===== src/rtl/usb_ep_rx_pkt_buffer_if.sv =====
// Packet handshake from the endpoint engine and byte stream to the consumer.
// Both channels transfer on a cycle where valid and ready are high together; valid never waits on ready.
interface usb_ep_rx_pkt_buffer_if #(
    parameter int MAX_PKT = 8
);
    logic                         i_erValid;
    logic [8*MAX_PKT-1:0]         i_erData;
    logic [$clog2(MAX_PKT):0]     i_erData_nBytes;
    logic                         o_erReady;

    logic                         o_valid;
    logic [7:0]                   o_data;
    logic                         o_last;
    logic                         i_ready;

    modport slave (
        input  i_erValid, i_erData, i_erData_nBytes, i_ready,
        output o_erReady, o_valid, o_data, o_last
    );

    modport master (
        output i_erValid, i_erData, i_erData_nBytes, i_ready,
        input  o_erReady, o_valid, o_data, o_last
    );
endinterface


===== src/rtl/usb_ep_rx_pkt_buffer.sv =====
// Receive packet buffer: latches a whole endpoint packet, unloads it one byte per
// cycle into a byte FIFO tagged with a last-byte flag, and streams it downstream.
module usb_ep_rx_pkt_buffer #(
    parameter int MAX_PKT    = 8,
    parameter int FIFO_DEPTH = 16,
    parameter int MARK_LAST  = 1
) (
    input  logic                          i_clk,
    input  logic                          i_rstn,
    input  logic                          i_flush,
    input  logic                          i_halt,
    input  logic                          i_clearHalt,
    usb_ep_rx_pkt_buffer_if.slave         bus,
    output logic                          o_erStall,
    output logic [$clog2(FIFO_DEPTH):0]   o_nBytes,
    output logic                          o_errOverlen,
    output logic                          o_zlp,
    output logic                          dbg_state
);
    localparam int LW = $clog2(MAX_PKT) + 1;
    localparam int IW = (MAX_PKT > 1) ? $clog2(MAX_PKT) : 1;
    localparam int PW = (FIFO_DEPTH > 1) ? $clog2(FIFO_DEPTH) : 1;
    localparam int CW = $clog2(FIFO_DEPTH) + 1;
    localparam logic [LW-1:0] MAX_LEN     = LW'(MAX_PKT);
    localparam logic [CW-1:0] SPACE_LIMIT = CW'(FIFO_DEPTH - MAX_PKT);
    localparam logic [CW-1:0] FULL_CNT    = CW'(FIFO_DEPTH);

    typedef enum logic [0:0] { IDLE = 1'b0, UNLOAD = 1'b1 } state_t;

    state_t          state_q, state_d;
    logic [7:0]      pkt_q [MAX_PKT];
    logic [LW-1:0]   len_q;
    logic [IW-1:0]   idx_q;
    logic            halted_q, zlp_q, overlen_q;
    logic [8:0]      mem [FIFO_DEPTH];
    logic [PW-1:0]   wr_ptr_q, rd_ptr_q;
    logic [CW-1:0]   cnt_q;

    logic            er_ready, accept, push, push_last, pop;
    logic [LW-1:0]   len_in;

    assign len_in    = (bus.i_erData_nBytes > MAX_LEN) ? MAX_LEN : bus.i_erData_nBytes;
    assign accept    = er_ready && bus.i_erValid;
    assign push      = (state_q == UNLOAD);
    assign push_last = push && (LW'(idx_q) == len_q - LW'(1));
    assign pop       = bus.i_ready && bus.o_valid;

    always_ff @(posedge i_clk or negedge i_rstn) begin
        if (!i_rstn) state_q <= IDLE;
        else         state_q <= state_d;
    end

    // Space for a full MAX_PKT packet is reserved at accept time, so UNLOAD never stalls.
    always_comb begin
        state_d  = state_q;
        er_ready = (state_q == IDLE) && !halted_q && !i_flush && (cnt_q <= SPACE_LIMIT);
        case (state_q)
            IDLE:    if (accept && (bus.i_erData_nBytes != '0)) state_d = UNLOAD;
            UNLOAD:  if (push_last) state_d = IDLE;
            default: state_d = IDLE;
        endcase
        if (i_flush) state_d = IDLE;
    end

    always_ff @(posedge i_clk) begin
        if (accept) begin
            for (int k = 0; k < MAX_PKT; k++) pkt_q[k] <= bus.i_erData[8*k +: 8];
        end
    end

    always_ff @(posedge i_clk) begin
        if (push && !i_flush) mem[wr_ptr_q] <= {push_last, pkt_q[idx_q]};
    end

    always_ff @(posedge i_clk or negedge i_rstn) begin
        if (!i_rstn) begin
            len_q     <= '0;
            idx_q     <= '0;
            halted_q  <= 1'b0;
            zlp_q     <= 1'b0;
            overlen_q <= 1'b0;
            wr_ptr_q  <= '0;
            rd_ptr_q  <= '0;
            cnt_q     <= '0;
        end else begin
            zlp_q     <= accept && (bus.i_erData_nBytes == '0);
            overlen_q <= accept && (bus.i_erData_nBytes > MAX_LEN);
            halted_q  <= i_halt || (halted_q && !i_clearHalt);
            if (i_flush) begin
                idx_q    <= '0;
                wr_ptr_q <= '0;
                rd_ptr_q <= '0;
                cnt_q    <= '0;
            end else begin
                if (accept) begin
                    len_q <= len_in;
                    idx_q <= '0;
                end else if (push) begin
                    idx_q <= idx_q + IW'(1);
                end
                if (push) wr_ptr_q <= wr_ptr_q + PW'(1);
                if (pop)  rd_ptr_q <= rd_ptr_q + PW'(1);
                if (push && !pop)      cnt_q <= cnt_q + CW'(1);
                else if (!push && pop) cnt_q <= cnt_q - CW'(1);
            end
        end
    end

    assign bus.o_erReady = er_ready;
    assign bus.o_valid   = (cnt_q != '0);
    assign bus.o_data    = mem[rd_ptr_q][7:0];
    assign bus.o_last    = (MARK_LAST != 0) && bus.o_valid && mem[rd_ptr_q][8];
    assign o_erStall     = halted_q;
    assign o_nBytes      = cnt_q;
    assign o_errOverlen  = overlen_q;
    assign o_zlp         = zlp_q;
    assign dbg_state     = (state_q == UNLOAD);

    assert property (@(posedge i_clk) disable iff (!i_rstn)
        !(push && !i_flush && !pop && (cnt_q == FULL_CNT)));
endmodule


===== src/flat_wrapper.sv =====
// flat-port wrapper written by rule: the top's interface ports become plain ports
module usb_ep_rx_pkt_buffer_flat 
#(
    parameter int MAX_PKT    = 8,
    parameter int FIFO_DEPTH = 16,
    parameter int MARK_LAST  = 1
)
  (i_clk, i_rstn, i_flush, i_halt, i_clearHalt, o_erStall, o_nBytes, o_errOverlen, o_zlp, dbg_state, bus_i_erValid, bus_i_erData, bus_i_erData_nBytes, bus_i_ready, bus_o_erReady, bus_o_valid, bus_o_data, bus_o_last);
  usb_ep_rx_pkt_buffer_if #(.MAX_PKT(MAX_PKT)) bus_i ();
  input  logic i_clk;
  input  logic i_rstn;
  input  logic i_flush;
  input  logic i_halt;
  input  logic i_clearHalt;
  output logic o_erStall;
  output logic [$clog2(FIFO_DEPTH):0] o_nBytes;
  output logic o_errOverlen;
  output logic o_zlp;
  output logic dbg_state;
  input wire logic [$bits(bus_i.i_erValid)-1:0] bus_i_erValid;
  input wire logic [$bits(bus_i.i_erData)-1:0] bus_i_erData;
  input wire logic [$bits(bus_i.i_erData_nBytes)-1:0] bus_i_erData_nBytes;
  input wire logic [$bits(bus_i.i_ready)-1:0] bus_i_ready;
  output wire logic [$bits(bus_i.o_erReady)-1:0] bus_o_erReady;
  output wire logic [$bits(bus_i.o_valid)-1:0] bus_o_valid;
  output wire logic [$bits(bus_i.o_data)-1:0] bus_o_data;
  output wire logic [$bits(bus_i.o_last)-1:0] bus_o_last;
  assign bus_i.i_erValid = bus_i_erValid;
  assign bus_i.i_erData = bus_i_erData;
  assign bus_i.i_erData_nBytes = bus_i_erData_nBytes;
  assign bus_i.i_ready = bus_i_ready;
  assign bus_o_erReady = bus_i.o_erReady;
  assign bus_o_valid = bus_i.o_valid;
  assign bus_o_data = bus_i.o_data;
  assign bus_o_last = bus_i.o_last;
  usb_ep_rx_pkt_buffer #(.MAX_PKT(MAX_PKT), .FIFO_DEPTH(FIFO_DEPTH), .MARK_LAST(MARK_LAST)) u_core (.i_clk(i_clk), .i_rstn(i_rstn), .i_flush(i_flush), .i_halt(i_halt), .i_clearHalt(i_clearHalt), .bus(bus_i), .o_erStall(o_erStall), .o_nBytes(o_nBytes), .o_errOverlen(o_errOverlen), .o_zlp(o_zlp), .dbg_state(dbg_state));
endmodule

===== config.mk =====
export PLATFORM = sky130hd
export DESIGN_NAME = usb_ep_rx_pkt_buffer_flat
export DESIGN_NICKNAME = d
export VERILOG_FILES = /design/src/rtl/usb_ep_rx_pkt_buffer_if.sv /design/src/rtl/usb_ep_rx_pkt_buffer.sv /design/src/flat_wrapper.sv
export SDC_FILE = /design/constraint.sdc
export NUM_CORES = 1
export LEC_CHECK = 0
export ABC_CLOCK_PERIOD_IN_PS = 3350
export CELL_PAD_IN_SITES_DETAIL_PLACEMENT = 1
export CELL_PAD_IN_SITES_GLOBAL_PLACEMENT = 2
export CORE_MARGIN = 1.5
export CORE_UTILIZATION = 43
export DETAILED_ROUTE_END_ITERATION = 6
export PLACE_DENSITY = 0.76
export SYNTH_ARGS = -nofsm -noshare
export SYNTH_HDL_FRONTEND = slang
export SYNTH_SLANG_ARGS = --single-unit
export TNS_END_PERCENT = 50

===== constraint.sdc =====
create_clock -name i_clk -period 3.35 [get_ports i_clk]
set_input_delay 0.335 -clock i_clk [delete_from_list [all_inputs] [get_ports i_clk]]
set_output_delay 0.335 -clock i_clk [all_outputs]
set_load 0.01 [all_outputs]

== Word-level counts from Yosys, hierarchy flattened ==
Memory sizes are Yosys's and may differ from the RTL's.
Cells that the tools add are included.
Widths: inputs -> output; s select.

* Register bits: 24
* Bits in writable memories: 208
* Bits of input ports: 75
* Output and inout port bits: 20
* Word-level logic and storage cells: 69
* Memories: 2

* Add/subtract/negate cells: 6
* Magnitude comparators: 2
* Equal/unequal tests: 1
* Multiplexer cells: 19
* Bitwise gates (word level): 2
* Reductions and logical operators: 28

{| class="wikitable"
|+ Memories
! memory !! words !! bits a word !! rd ports !! clocked after Yosys merged registers in !! wr ports !! RTL line !! source
|-
| u_core.mem || 16 || 9 || 1 || 0 || 1 || usb_ep_rx_pkt_buffer.sv:35 || <nowiki>logic [8:0] mem [FIFO_DEPTH];</nowiki>
|-
| u_core.pkt_q || 8 || 8 || 1 || 0 || 8 || usb_ep_rx_pkt_buffer.sv:31 || <nowiki>logic [7:0] pkt_q [MAX_PKT];</nowiki>
|}

{| class="wikitable"
|+ Operator list
! operator !! count
|-
| $mux 4 || 5
|-
| $mux 5 || 3
|-
| $logic_and 1x1->1 || 14
|-
| $mux 3 || 3
|-
| $add 4x1->4 const B || 2
|-
| $mux 1 || 7
|-
| $reduce_bool 3->1 || 2
|-
| $add 5x1->5 const B || 1
|-
| $le 5x4->1 const B || 1
|-
| $logic_not 1->1 || 5
|-
| $reduce_bool 5->1 || 1
|-
| $sub 5x1->5 const B || 1
|-
| $eq 3x4->1 || 1
|-
| $gt 4x4->1 const B || 1
|-
| $logic_not 4->1 || 1
|-
| $reduce_bool 2->1 || 2
|-
| $reduce_bool 4->1 || 1
|-
| $sub 4x1->4 const B || 1
|-
| $add 3x1->3 const B || 1
|-
| $not 1->1 || 2
|-
| $pmux 1 s2 || 1
|-
| $reduce_and 2->1 || 1
|-
| $logic_or 1x1->1 || 1
|}

== Longest topological paths before layout ==
Gate-level depths: netlist (run 1).

* Word-level depth: 9
* Mapped depth: 9
* Depth with buffers taken out: 8

== Worst setup path after synthesis (run 1) ==
Ideal clock, no wire load.

* Kind: reg-to-reg
* From: register u_core.len_q[0]
* To: memory u_core.mem[0][8] (data pin)
* Library setup time: 511 ps
* Arrival time: 2572 ps
* Data required time: 2839 ps
* Slack: 267 ps
* Stages on the path, launching flop included: 6
* Buffers on the path: 0
* Clock period less this slack: 3083 ps
* Path through: dfrtp_1 inv_1 ha_1 xnor2_1 o211ai_1 a2111oi_0

* Cells in the longest elaborated chain, start to end: 3

{| class="wikitable"
|+ Ends and longest elaborated chain
! item !! RTL line !! source
|-
| from (decl) || usb_ep_rx_pkt_buffer.sv:32 || <nowiki>logic [LW-1:0] len_q;</nowiki>
|-
| from (signal assigned) || usb_ep_rx_pkt_buffer.sv:96 || <nowiki>len_q <= len_in;</nowiki>
|-
| $sub 4x1->4 || usb_ep_rx_pkt_buffer.sv:45 || <nowiki>assign push_last = push && (LW'(idx_q) == len_q - LW'(1));</nowiki>
|-
| $eq 3x4->1 || usb_ep_rx_pkt_buffer.sv:45 ||
|-
| $logic_and 1x1->1 || usb_ep_rx_pkt_buffer.sv:45 ||
|-
| net u_core.push_last || usb_ep_rx_pkt_buffer.sv:39 || <nowiki>logic er_ready, accept, push, push_last, pop;</nowiki>
|-
| to (decl) || usb_ep_rx_pkt_buffer.sv:35 ||
|}

The timed path passes the listed nets, and every way through them passes these cells.

== Final worst setup path (run 1) ==
* From: register u_core.rd_ptr_q[0]
* To: output port bus_o_data[4]

* Cells in the longest elaborated chain, start to end: 1

{| class="wikitable"
|+ Ends and longest elaborated chain
! item !! RTL line !! source
|-
| from (decl) || usb_ep_rx_pkt_buffer.sv:36 || <nowiki>logic [PW-1:0] wr_ptr_q, rd_ptr_q;</nowiki>
|-
| from (signal assigned) || usb_ep_rx_pkt_buffer.sv:102 || <nowiki>if (pop) rd_ptr_q <= rd_ptr_q + PW'(1);</nowiki>
|-
| $mem_v2 16x9 || -- ||
|-
| to (decl) || flat_wrapper.sv:26 || <nowiki>output wire logic [$bits(bus_i.o_data)-1:0] bus_o_data;</nowiki>
|}

No other way between the ends.

==> report_table.html, run 1 <==
<table>
<tr><th>Metric</th><th>Value</th></tr>
<tr><th colspan="2">Floorplanning</th></tr>
<tr><td>Total Die Area</td><td>22700 um2</td></tr>
<tr><td>Height of the die</td><td>between 150 and 200 um</td></tr>
<tr><td>Die outline width</td><td>151 um</td></tr>
<tr><td>Starting density of the core</td><td>0.442</td></tr>
<tr><td>Core outline area</td><td>between 20000 and 25000 um2</td></tr>
<tr><td>Site Rows</td><td>53</td></tr>
<tr><td>Num ports</td><td>95</td></tr>
<tr><th colspan="2">Layout</th></tr>
<tr><td>Area grow syn2layout</td><td>23.2%</td></tr>
<tr><td>Layout cell share with drive strength beyond 1</td><td>0.201</td></tr>
<tr><td>Number of diodes added for antenna fixing</td><td>0</td></tr>
<tr><td>Nets@finish</td><td>around 680</td></tr>
<tr><td>Final std cells w/o fill</td><td>between 800 and 900</td></tr>
<tr><td>Final Core Density</td><td>0.544</td></tr>
<tr><th colspan="2">Clock network</th></tr>
<tr><td>Sinks on Clock Net</td><td>between 200 and 250</td></tr>
<tr><td>Largest buffer count on any clock path</td><td>3</td></tr>
<tr><td>Post-cts hold buffer count</td><td>0</td></tr>
<tr><td>Number of CTS-inserted buffers</td><td>25</td></tr>
<tr><td>Root Buffer</td><td>clkbuf_16</td></tr>
<tr><td>CTS HTree Levels</td><td>1</td></tr>
<tr><td>Worst-Skew Late Latency</td><td>0.51 ns</td></tr>
<tr><td>Clock-pin slew reported for the worst setup and hold paths after clock tree synthesis</td><td>about 0.06 ns</td></tr>
<tr><td>Post CTS Setup Buffer Count</td><td>0</td></tr>
<tr><td>Clock tree from TritonCTS</td><td>yes</td></tr>
<tr><td>Post-cts resize count</td><td>0</td></tr>
<tr><th colspan="2">Drt</th></tr>
<tr><td>Mean routed wirelength per cell</td><td>about 22 um</td></tr>
<tr><td>Antenna-violating nets left</td><td>0</td></tr>
<tr><td>Number of remaining DRC errors</td><td>0</td></tr>
<tr><td>Drt via density</td><td>5.46</td></tr>
<tr><td>Vias after detailed routing</td><td>between 4k and 5k</td></tr>
<tr><td>Post-Route WL</td><td>a little under 20000 um</td></tr>
<tr><td>Detailed-router iteration count before antenna repair</td><td>4</td></tr>
<tr><td>DR iter-0 viols</td><td>~180</td></tr>
<tr><th colspan="2">Critical path</th></tr>
<tr><td>Setup slack of the most critical reg-to-reg path</td><td>between 0.3 and 0.4 ns</td></tr>
<tr><td>Critical path buffers and inverters</td><td>2</td></tr>
<tr><td>Endpoint class of the critical path</td><td>output pin</td></tr>
<tr><td>Critical path cell sequence</td><td>buf_12 -&gt; mux4_2 -&gt; a22oi_1 -&gt; nand2_1 -&gt; clkdlybuf4s50_1</td></tr>
<tr><td>Data required time of the worst path</td><td>3.01 ns</td></tr>
<tr><td>Startpoint of the lowest-slack register-to-register path</td><td>u_core.o_nBytes[1]</td></tr>
<tr><td>Worst EP arrival</td><td>between 2 and 3 ns</td></tr>
<tr><td>Kind of cell adding the most delay to the critical path</td><td>buffers and inverters</td></tr>
<tr><td>Crit path largest cell delay</td><td>roughly 0.67 ns</td></tr>
<tr><td>Standard cell with the maximum stage delay on the critical path</td><td>dfrtp_4</td></tr>
<tr><td>Depth of the most critical reg-to-reg path</td><td>8</td></tr>
<tr><td>Startpoint kind of the worst setup timing path</td><td>flip-flop</td></tr>
<tr><td>Maximum fanout encountered on the critical timing path</td><td>25</td></tr>
<tr><td>WS Path Type</td><td>reg -&gt; out</td></tr>
<tr><td>RR Endpoint</td><td>u_core.o_nBytes[4]</td></tr>
<tr><th colspan="2">Place</th></tr>
<tr><td>Cell count after placement</td><td>~850</td></tr>
<tr><td>Number of port buffers</td><td>between 90 and 100</td></tr>
<tr><td>Routability Congestion</td><td>~0.7</td></tr>
<tr><td>HPWL after detailed placement</td><td>between 10000 and 15000 um</td></tr>
<tr><th colspan="2">Logic synthesis</th></tr>
<tr><td>Share of synthesized registers carrying an async set or reset</td><td>0.103</td></tr>
<tr><td>Number of standard cells after synthesis</td><td>roughly 480</td></tr>
<tr><td>Largest area contributor in the synthesized netlist</td><td>edfxtp_1</td></tr>
<tr><td>Seq/Total Area, Yosys</td><td>0.730</td></tr>
<tr><td>Top FF cell, synth</td><td>edfxtp_1</td></tr>
<tr><td>Leading cell types by count after synthesis</td><td>edfxtp_1, mux4_2, dfrtp_1</td></tr>
<tr><td>Top cells by area, synth</td><td>edfxtp_1, mux4_2, dfrtp_1</td></tr>
<tr><td>Fraction of synthesized cell area taken by the top area cell type</td><td>0.666</td></tr>
<tr><td>Post-synthesis average cell area</td><td>slightly below 20 um2</td></tr>
<tr><td>Total of flip-flops plus latches after synthesis</td><td>~230</td></tr>
<tr><td>Most common cell in the netlist</td><td>edfxtp_1</td></tr>
<tr><td>Mapped Area</td><td>between 9000 and 10000 um2</td></tr>
<tr><td>Synth warn</td><td>0</td></tr>
<tr><td>Post-synthesis net count</td><td>between 500 and 600</td></tr>
<tr><td>Count of unique library cells instantiated by Yosys</td><td>46</td></tr>
<tr><td>Number of synthesized flops with an enable pin</td><td>208</td></tr>
<tr><th colspan="2">GRT</th></tr>
<tr><td>Most used routing layer</td><td>met2</td></tr>
<tr><td>Number of antenna violations at the first check in global routing</td><td>0</td></tr>
<tr><td>Met2 track demand over resource in global routing</td><td>0.310</td></tr>
<tr><td>Met3 track utilization from global routing</td><td>0.0327</td></tr>
<tr><td>Maximum number of pins on one net before global-route repair</td><td>30</td></tr>
<tr><td>Aggregate global routing overflow</td><td>0</td></tr>
<tr><td>First-pass GRT wire length</td><td>30900 um</td></tr>
<tr><td>Routing usage on met1</td><td>0.254</td></tr>
<tr><td>Overall routing resource usage</td><td>0.184</td></tr>
<tr><td>Number of global-route vias before repair</td><td>~5.3k</td></tr>
<tr><th colspan="2">STA</th></tr>
<tr><td>Setup repair after global routing missed its margin</td><td>false</td></tr>
<tr><td>Slew HR</td><td>0.374</td></tr>
<tr><td>Endpoints failing setup</td><td>0</td></tr>
<tr><td>Share of the cycle needed by the critical path after routing</td><td>0.933</td></tr>
<tr><td>Clock period minus worst slack</td><td>between 3 and 4 ns</td></tr>
<tr><td>Setup tns final</td><td>0 ns</td></tr>
<tr><td>Hold slack final</td><td>0.342 ns</td></tr>
<tr><td>Final number of hold-violating endpoints</td><td>0</td></tr>
<tr><td>Final clock skew</td><td>0.0130 ns</td></tr>
<tr><td>Maximum clock frequency</td><td>0.320 GHz</td></tr>
<tr><td>Final Max Tran Viols</td><td>0</td></tr>
<tr><td>Actual transition at the worst max-transition pin</td><td>between 0.9 and 1 ns</td></tr>
<tr><th colspan="2">Pwr</th></tr>
<tr><td>Total power density per cell area</td><td>677 nW/um2</td></tr>
<tr><td>Largest voltage drop on the vdd net</td><td>about 0.32 mV</td></tr>
<tr><td>Static leakage</td><td>a little under 4 nW</td></tr>
<tr><td>Overall power after layout</td><td>around 7.8 mW</td></tr>
<tr><th colspan="2">Worst hold path</th></tr>
<tr><td>Worst min path class</td><td>in -&gt; async</td></tr>
<tr><th colspan="2">Job</th></tr>
<tr><td>Max Cap Violations</td><td>0</td></tr>
<tr><th colspan="2">Run status</th></tr>
<tr><td>Status</td><td>completed</td></tr>
</table>
-- through the flow --
stage          setup WS (ns)  instance area (um2)
2_1_floorplan          0.267                 9380
3_3_place_gp           0.624                10700
3_5_place_dp           0.519                10700
4_1_cts               0.0612                11500
5_1_grt               0.0659                11600
6_report               0.224                11600
-- metal layers --
metal  up-vias  share of wire
met1      2528           0.44
met3        22          0.055
met2       147           0.49
met5         -              0
met4         0          0.012
li1       2172              -
-- cells by family after synthesis --
family                   count (synthesis)  share of synthesized area
flip-flops                             232                      0.730
XOR/XNOR                                16                     0.0149
buffers and inverters                   33                     0.0164
adder cells (fa/ha/maj)                 12                     0.0168
AND/OR/NAND/NOR                         80                     0.0458
AO/OA/AOI/OAI                           40                     0.0339
multiplexers                            69                      0.142
-- flip-flops by register name, indices dropped and copies added (netlist names) --
| register | cells |
|---|---|
| u_core.dbg_state | 1 |
| u_core.len_q | 4 |
| u_core.wr_ptr_q | 4 |
| u_core.o_zlp | 1 |
| u_core.mem | 144 |
| u_core.rd_ptr_q | 4 |
| u_core.o_nBytes | 5 |
| u_core.o_errOverlen | 1 |
| u_core.idx_q | 3 |
| u_core.o_erStall | 1 |
| u_core.pkt_q | 64 |
-- report_power, final --
part           switching, mW  internal, mW
combinational          0.717         0.845
clock                   1.09          1.66
sequential             0.178          3.33
total                   1.98          5.83
-- cells in the final DEF, fill, tap and decap left out, drive strengths merged, types with 4 or more instances in the layout --
cell,n
xor2,8
dfrtp,24
and2,17
mux4,50
a21oi,6
edfxtp,208
nor3,5
nand3,4
a22oi,17
inv,10
buf,18
mux2i,7
nand2,16
nor2b,6
xnor2,8
clkinv,9
mux2,12
clkdlybuf4s50,94
clkbuf,33
nor2,15
ha,11
-- cell type report --
class                           count  area (um2)
Sequential cell                   232        6850
Clock buffer                       33         676
Fill cell                        1895        9670
Timing Repair Buffer              112        1110
Inverter                            9        33.8
Multi-Input combinational cell    217        2380
Clock inverter                     13         151
Tap cell                          275         344
-- worst max path at each step --
| stage | from | endpoint | slack, ns | depth (start not counted) |
|---|---|---|---|---|
| after detailed placement | u_core.o_nBytes[1] | u_core.o_nBytes[4] | 0.52 | 8 |
| final | u_core.rd_ptr_q[0] | bus_o_data[4] | 0.22 | 5 |
| after global placement | u_core.rd_ptr_q[0] | bus_o_data[0] | 0.62 | 5 |
| after global routing | u_core.rd_ptr_q[0] | bus_o_data[4] | 0.07 | 5 |
| after floorplan | u_core.len_q[0] | u_core.mem[0][8] | 0.27 | 5 |
| after CTS | u_core.rd_ptr_q[0] | bus_o_data[4] | 0.06 | 5 |
(Power assumes the default switching activity.)
==> inputs of run 2 (changes only) <==
Settings changed: CORE_MARGIN 1.5 to 8, SLEW_MARGIN set to 20.
==> run 2 against run 1 <==
Via count fell by 3.9%. Worst hold slack got worse by 0.16 ns. Sequential share of layout area rose by 0.90 points. Design area fell by 1.5%. Combinational power rose by 4%. Flip-flop and latch count did not move. Global-route usage fell by 3.9 points. Clock-buffer cell count fell by 6. Cell count fell by 0.56%. Critical path type unchanged. Largest cell class unchanged. Highest routed layer unchanged.
==> report_table.html, run 2 (synthesis results as in run 1) <==
<table>
<tr><th>Metric</th><th>Value</th></tr>
<tr><th colspan="2">Floorplanning</th></tr>
<tr><td>Height of the die</td><td>between 150 and 200 um</td></tr>
<tr><td>Total Die Area</td><td>~27000 um2</td></tr>
<tr><td>Die outline width</td><td>between 150 and 200 um</td></tr>
<tr><td>Site Rows</td><td>54</td></tr>
<tr><td>Starting density of the core</td><td>0.434</td></tr>
<tr><td>Num ports</td><td>95</td></tr>
<tr><td>Core outline area</td><td>21600 um2</td></tr>
<tr><th colspan="2">Layout</th></tr>
<tr><td>Register with the highest flop count</td><td>u_core.mem</td></tr>
<tr><td>Layout cell share with drive strength beyond 1</td><td>0.188</td></tr>
<tr><td>Number of fill cells</td><td>between 1.5k and 2k</td></tr>
<tr><td>Largest register FFs</td><td>about 140</td></tr>
<tr><td>Most common cell after layout, fill and taps aside</td><td>edfxtp_1</td></tr>
<tr><td>Post-route cell area</td><td>about 11000 um2</td></tr>
<tr><td>Leading cell types in the layout, fill and taps excluded</td><td>edfxtp_1, clkdlybuf4s50_1, mux4_2</td></tr>
<tr><td>Nets@finish</td><td>about 680</td></tr>
<tr><td>Final Core Density</td><td>0.526</td></tr>
<tr><td>Area grow syn2layout</td><td>21.3%</td></tr>
<tr><td>Number of diodes added for antenna fixing</td><td>0</td></tr>
<tr><th colspan="2">Clock network</th></tr>
<tr><td>Worst-Skew Late Latency</td><td>0.51 ns</td></tr>
<tr><td>Post-cts resize count</td><td>0</td></tr>
<tr><td>Sinks on Clock Net</td><td>232</td></tr>
<tr><td>Post CTS Setup Buffer Count</td><td>0</td></tr>
<tr><td>Clock tree from TritonCTS</td><td>yes</td></tr>
<tr><td>Number of CTS-inserted buffers</td><td>24</td></tr>
<tr><td>Root Buffer</td><td>clkbuf_16</td></tr>
<tr><td>Largest buffer count on any clock path</td><td>3</td></tr>
<tr><td>Clock-pin slew reported for the worst setup and hold paths after clock tree synthesis</td><td>~0.060 ns</td></tr>
<tr><td>Post-cts hold buffer count</td><td>0</td></tr>
<tr><td>CTS HTree Levels</td><td>1</td></tr>
<tr><th colspan="2">Place</th></tr>
<tr><td>Number of port buffers</td><td>94</td></tr>
<tr><td>HPWL after detailed placement</td><td>roughly 13000 um</td></tr>
<tr><td>Total placed instance area</td><td>roughly 11000 um2</td></tr>
<tr><td>Routability Congestion</td><td>approximately 0.71</td></tr>
<tr><th colspan="2">STA</th></tr>
<tr><td>Endpoints failing setup</td><td>0</td></tr>
<tr><td>Maximum clock frequency</td><td>around 0.33 GHz</td></tr>
<tr><td>Final Max Tran Viols</td><td>0</td></tr>
<tr><td>Setup tns final</td><td>0 ns</td></tr>
<tr><td>Setup repair after global routing missed its margin</td><td>false</td></tr>
<tr><td>Clock period minus worst slack</td><td>about 3 ns</td></tr>
<tr><td>Slew HR</td><td>0.442</td></tr>
<tr><td>Final number of hold-violating endpoints</td><td>0</td></tr>
<tr><td>Final clock skew</td><td>0.0104 ns</td></tr>
<tr><td>Actual transition at the worst max-transition pin</td><td>roughly 0.84 ns</td></tr>
<tr><td>Share of the cycle needed by the critical path after routing</td><td>0.892</td></tr>
<tr><th colspan="2">Pwr</th></tr>
<tr><td>Static leakage</td><td>about 3.7 nW</td></tr>
<tr><td>Internal power</td><td>5.48 mW</td></tr>
<tr><td>Largest voltage drop on the vdd net</td><td>0.340 mV</td></tr>
<tr><td>Total power density per cell area</td><td>653 nW/um2</td></tr>
<tr><td>Register share of total power</td><td>0.463</td></tr>
<tr><td>Relative contribution of the clock network to total power</td><td>0.319</td></tr>
<tr><td>Switching pwr</td><td>1.95 mW</td></tr>
<tr><td>Power share of the combinational group</td><td>0.218</td></tr>
<tr><td>Switch share</td><td>0.262</td></tr>
<tr><th colspan="2">GRT</th></tr>
<tr><td>Number of antenna violations at the first check in global routing</td><td>0</td></tr>
<tr><td>Maximum number of pins on one net before global-route repair</td><td>46</td></tr>
<tr><td>Number of global-route vias before repair</td><td>roughly 5.3k</td></tr>
<tr><td>Overall routing resource usage</td><td>0.145</td></tr>
<tr><td>Aggregate global routing overflow</td><td>0</td></tr>
<tr><td>First-pass GRT wire length</td><td>30000 um</td></tr>
<tr><th colspan="2">Critical path</th></tr>
<tr><td>Setup slack of the most critical reg-to-reg path</td><td>roughly 0.4 ns</td></tr>
<tr><td>Data required time of the worst path</td><td>~3 ns</td></tr>
<tr><td>RR Endpoint</td><td>u_core.o_nBytes[4]</td></tr>
<tr><td>WS Path Type</td><td>reg -&gt; out</td></tr>
<tr><td>Startpoint of the lowest-slack register-to-register path</td><td>u_core.o_nBytes[1]</td></tr>
<tr><td>Startpoint kind of the worst setup timing path</td><td>flip-flop</td></tr>
<tr><td>Maximum fanout encountered on the critical timing path</td><td>12</td></tr>
<tr><td>Endpoint class of the critical path</td><td>output pin</td></tr>
<tr><td>Depth of the most critical reg-to-reg path</td><td>8</td></tr>
<tr><td>Worst EP arrival</td><td>~2.7 ns</td></tr>
<tr><th colspan="2">Drt</th></tr>
<tr><td>Post-Route WL</td><td>19200 um</td></tr>
<tr><td>Drt via density</td><td>around 5.3</td></tr>
<tr><td>Antenna-violating nets left</td><td>0</td></tr>
<tr><td>Vias after detailed routing</td><td>approximately 4.7k</td></tr>
<tr><td>Detailed-router iteration count before antenna repair</td><td>4</td></tr>
<tr><td>DR iter-0 viols</td><td>approximately 180</td></tr>
<tr><td>Mean routed wirelength per cell</td><td>about 22 um</td></tr>
<tr><td>Number of remaining DRC errors</td><td>0</td></tr>
<tr><th colspan="2">Run status</th></tr>
<tr><td>Status</td><td>completed</td></tr>
<tr><th colspan="2">Job</th></tr>
<tr><td>Max Cap Violations</td><td>0</td></tr>
<tr><th colspan="2">Worst hold path</th></tr>
<tr><td>Worst min path class</td><td>in -&gt; async</td></tr>
</table>
[run 2: metrics by stage]
stage	cells	power (mW)	hold slack, ns	setup WS (ns)
after floorplan	482	4.55	0.0394	0.267
after global placement	845	5.09	0.486	0.580
after detailed placement	845	5.15	0.498	0.427
after CTS	886	7.54	0.187	0.296
after global routing	886	7.76	0.202	0.215
final	886	7.43	0.185	0.362
[run 2: worst max path at each step]
stage / start / endpoint / cells past startpoint
floorplan: u_core.len_q[0] / u_core.mem[0][8] / 5
global placement: u_core.o_nBytes[0] / u_core.o_nBytes[4] / 8
detailed placement: u_core.o_nBytes[1] / u_core.o_nBytes[4] / 8
CTS: u_core.rd_ptr_q[0] / bus_o_data[0] / 5
global route: u_core.rd_ptr_q[0] / bus_o_data[0] / 5
finish: u_core.rd_ptr_q[0] / bus_o_last / 6
[run 2: area by class of cell]
| cell class | instances | area (um2) | share of cell area |
|---|---|---|---|
| Multi-Input combinational cell | 217 | 2380 | 0.209 |
| Inverter | 9 | 33.8 | 0.00297 |
| Timing Repair Buffer | 107 | 1060 | 0.0935 |
| Tap cell | 280 | 350 | 0.0308 |
| Clock buffer | 27 | 612 | 0.0538 |
| Clock inverter | 14 | 85.1 | 0.00748 |
| Sequential cell | 232 | 6850 | 0.602 |
[run 2: worst max-delay path: stages, from the launching register on]
cell	delay, ns
dfrtp_2	0.38
buf_4	0.27
mux4_2	0.57
mux2_2	0.29
nand3_1	0.08
nand2_1	0.07
clkdlybuf4s50_1	0.48
[run 2: metal layers]
layer | track usage | routed length [um] | vias up
met5 | 0 | 0 | -
met4 | 0.0355 | 263 | 0
met3 | 0.0315 | 917 | 22
met2 | 0.249 | 9630 | 112
met1 | 0.185 | 8420 | 2390
li1 | - | - | 2155
[run 2: power by group through the flow]
stage	Combinational, mW	Clock (mW)	Sequential (mW)
2_1_floorplan	1.07	0	3.48
3_3_place_gp	1.60	0	3.49
3_5_place_dp	1.65	0	3.50
4_1_cts	1.66	2.44	3.44
5_1_grt	1.77	2.53	3.46
6_report	1.62	2.37	3.44
==> inputs of run 3 (changes only) <==
Settings changed: ABC_CLOCK_PERIOD_IN_PS 3350 to not set, PLACE_DENSITY 0.76 to 0.82.
==> run 3 against run 2 <==
Worst setup slack gained 0.041 ns. Wire length rose by 2.5%. Combinational power is essentially flat. Maximum frequency grew 1.4%. Clock skew grew 0.0051 ns. Power is 1.4% higher. Largest cell class unchanged. Largest power group unchanged.
==> report_table.html, run 3 (synthesis results as in run 1) <==
<table>
<tr><th>Metric</th><th>Value</th></tr>
<tr><th colspan="2">STA</th></tr>
<tr><td>Share of the cycle needed by the critical path after routing</td><td>0.879</td></tr>
<tr><td>Setup tns final</td><td>0 ns</td></tr>
<tr><td>Clock period minus worst slack</td><td>2.95 ns</td></tr>
<tr><td>Slew HR</td><td>0.425</td></tr>
<tr><td>Final number of hold-violating endpoints</td><td>0</td></tr>
<tr><td>Final Max Tran Viols</td><td>0</td></tr>
<tr><td>Actual transition at the worst max-transition pin</td><td>roughly 0.86 ns</td></tr>
<tr><td>Endpoints failing setup</td><td>0</td></tr>
<tr><td>Setup repair after global routing missed its margin</td><td>false</td></tr>
<tr><td>Maximum clock frequency</td><td>between 0.3 and 0.4 GHz</td></tr>
<tr><td>Final clock skew</td><td>~0.015 ns</td></tr>
<tr><th colspan="2">Clock network</th></tr>
<tr><td>Largest buffer count on any clock path</td><td>3</td></tr>
<tr><td>Worst-Skew Late Latency</td><td>between 0.5 and 0.6 ns</td></tr>
<tr><td>Clock tree from TritonCTS</td><td>yes</td></tr>
<tr><td>Post-cts hold buffer count</td><td>0</td></tr>
<tr><td>Sinks on Clock Net</td><td>roughly 230</td></tr>
<tr><td>Post-cts resize count</td><td>0</td></tr>
<tr><td>Number of CTS-inserted buffers</td><td>25</td></tr>
<tr><td>Post CTS Setup Buffer Count</td><td>0</td></tr>
<tr><td>Clock-pin slew reported for the worst setup and hold paths after clock tree synthesis</td><td>about 0.060 ns</td></tr>
<tr><td>CTS HTree Levels</td><td>1</td></tr>
<tr><td>Root Buffer</td><td>clkbuf_16</td></tr>
<tr><th colspan="2">Critical path</th></tr>
<tr><td>Launching instance or port of the critical path</td><td>u_core.rd_ptr_q[3]</td></tr>
<tr><td>Setup slack of the most critical reg-to-reg path</td><td>~0.5 ns</td></tr>
<tr><td>RR Endpoint</td><td>u_core.o_nBytes[4]</td></tr>
<tr><td>Startpoint kind of the worst setup timing path</td><td>flip-flop</td></tr>
<tr><td>Endpoint class of the critical path</td><td>output pin</td></tr>
<tr><td>Timing endpoint of the critical path</td><td>bus_o_data[5]</td></tr>
<tr><td>Depth of the most critical reg-to-reg path</td><td>8</td></tr>
<tr><td>Data required time of the worst path</td><td>roughly 3 ns</td></tr>
<tr><td>Startpoint of the lowest-slack register-to-register path</td><td>u_core.o_nBytes[1]</td></tr>
<tr><td>WS Path Type</td><td>reg -&gt; out</td></tr>
<tr><td>Maximum fanout encountered on the critical timing path</td><td>10</td></tr>
<tr><td>Worst EP arrival</td><td>between 2 and 3 ns</td></tr>
<tr><th colspan="2">Pwr</th></tr>
<tr><td>Static leakage</td><td>between 3 and 4 nW</td></tr>
<tr><td>Switching pwr</td><td>around 1.9 mW</td></tr>
<tr><td>Total power density per cell area</td><td>660 nW/um2</td></tr>
<tr><td>Overall power after layout</td><td>7.53 mW</td></tr>
<tr><td>Internal power</td><td>5.62 mW</td></tr>
<tr><td>Relative contribution of the clock network to total power</td><td>0.327</td></tr>
<tr><td>Register share of total power</td><td>0.458</td></tr>
<tr><td>Largest voltage drop on the vdd net</td><td>0.434 mV</td></tr>
<tr><td>Switch share</td><td>0.254</td></tr>
<tr><td>Power share of the combinational group</td><td>0.215</td></tr>
<tr><th colspan="2">GRT</th></tr>
<tr><td>Number of global-route vias before repair</td><td>approximately 5.5k</td></tr>
<tr><td>Maximum number of pins on one net before global-route repair</td><td>42</td></tr>
<tr><td>First-pass GRT wire length</td><td>around 31000 um</td></tr>
<tr><td>Aggregate global routing overflow</td><td>0</td></tr>
<tr><td>Overall routing resource usage</td><td>0.151</td></tr>
<tr><td>Number of antenna violations at the first check in global routing</td><td>0</td></tr>
<tr><th colspan="2">Floorplanning</th></tr>
<tr><td>Total Die Area</td><td>around 27000 um2</td></tr>
<tr><td>Die outline width</td><td>roughly 160 um</td></tr>
<tr><td>Site Rows</td><td>54</td></tr>
<tr><td>Num ports</td><td>95</td></tr>
<tr><td>Starting density of the core</td><td>0.434</td></tr>
<tr><td>Core outline area</td><td>approximately 22000 um2</td></tr>
<tr><td>Height of the die</td><td>between 150 and 200 um</td></tr>
<tr><th colspan="2">Drt</th></tr>
<tr><td>Antenna-violating nets left</td><td>0</td></tr>
<tr><td>Drt via density</td><td>between 5 and 6</td></tr>
<tr><td>Mean routed wirelength per cell</td><td>22.2 um</td></tr>
<tr><td>Post-Route WL</td><td>between 15000 and 20000 um</td></tr>
<tr><td>DR iter-0 viols</td><td>roughly 240</td></tr>
<tr><td>Vias after detailed routing</td><td>around 4.7k</td></tr>
<tr><td>Detailed-router iteration count before antenna repair</td><td>4</td></tr>
<tr><td>Number of remaining DRC errors</td><td>0</td></tr>
<tr><th colspan="2">Layout</th></tr>
<tr><td>Largest register FFs</td><td>~140</td></tr>
<tr><td>Area of the multi-input gates</td><td>between 2000 and 2500 um2</td></tr>
<tr><td>Area grow syn2layout</td><td>21.7%</td></tr>
<tr><td>Number of fill cells</td><td>1948</td></tr>
<tr><td>Final Core Density</td><td>0.528</td></tr>
<tr><td>Layout cell share with drive strength beyond 1</td><td>0.181</td></tr>
<tr><td>Leading cell types in the layout, fill and taps excluded</td><td>edfxtp_1, clkdlybuf4s50_1, mux4_2</td></tr>
<tr><td>Final std cells w/o fill</td><td>approximately 890</td></tr>
<tr><td>Register with the highest flop count</td><td>u_core.mem</td></tr>
<tr><td>Most common cell after layout, fill and taps aside</td><td>edfxtp_1</td></tr>
<tr><td>Nets@finish</td><td>~680</td></tr>
<tr><td>Area taken by flip-flops and latches</td><td>6850 um2</td></tr>
<tr><td>Number of diodes added for antenna fixing</td><td>0</td></tr>
<tr><th colspan="2">Worst hold path</th></tr>
<tr><td>Worst min path class</td><td>in -&gt; async</td></tr>
<tr><th colspan="2">Place</th></tr>
<tr><td>HPWL after detailed placement</td><td>~14000 um</td></tr>
<tr><td>Number of port buffers</td><td>94</td></tr>
<tr><td>Routability Congestion</td><td>0.743</td></tr>
<tr><td>Cell count after placement</td><td>~850</td></tr>
<tr><th colspan="2">Run status</th></tr>
<tr><td>Status</td><td>completed</td></tr>
<tr><th colspan="2">Job</th></tr>
<tr><td>Max Cap Violations</td><td>0</td></tr>
</table>
-- run 3: metrics by stage --
| step | instance area (um2) | worst slack (ns) | hold WS (ns) |
|---|---|---|---|
| 2_1_floorplan | 9380 | 0.267 | 0.0394 |
| 3_3_place_gp | 10700 | 0.612 | 0.484 |
| 3_5_place_dp | 10700 | 0.527 | 0.518 |
| 4_1_cts | 11400 | 0.343 | 0.182 |
| 5_1_grt | 11400 | 0.268 | 0.232 |
| 6_report | 11400 | 0.404 | 0.189 |
-- run 3: area by class of cell --
type,count,share of cell area
repair buffers,107,0.0943
flip-flops and latches,232,0.600
well taps,280,0.0307
inverters,9,0.00296
clock buffers,33,0.0574
multi-input cells,217,0.209
clock inverters,10,0.00581
-- run 3: worst min-delay path by stage --
stage,depth (start not counted),slack [ns],startpoint,to
floorplan,0,0.04,i_rstn,u_core.dbg_state
detailed placement,1,0.52,u_core.o_erStall,u_core.o_erStall
CTS,2,0.18,i_rstn,u_core.rd_ptr_q[2]
finish,2,0.19,i_rstn,u_core.rd_ptr_q[1]
global placement,1,0.48,u_core.o_erStall,u_core.o_erStall
global route,2,0.23,i_rstn,u_core.o_nBytes[3]
-- run 3: critical path: stages, from the launching register on --
cell	delay [ns]
dfrtp_1	0.54
nor2b_1	0.62
a22oi_1	0.24
nand2_1	0.16
clkdlybuf4s50_1	0.55
-- run 3: power groups by stage --
stage          clock network, mW  registers [mW]  logic [mW]
2_1_floorplan                  0            3.48        1.07
3_3_place_gp                   0            3.49        1.59
3_5_place_dp                   0            3.51        1.65
4_1_cts                     2.54            3.45        1.67
5_1_grt                     2.63            3.46        1.78
6_report                    2.46            3.45        1.62
-- run 3: per-layer routing --
layer	track usage	up-vias	routed length, um	share of wire
met4	0.0343	0	368	0.019
met2	0.256	119	9730	0.49
met1	0.198	2413	8660	0.44
li1	-	2155	-	-
met3	0.0313	23	938	0.048
met5	0	-	0	0
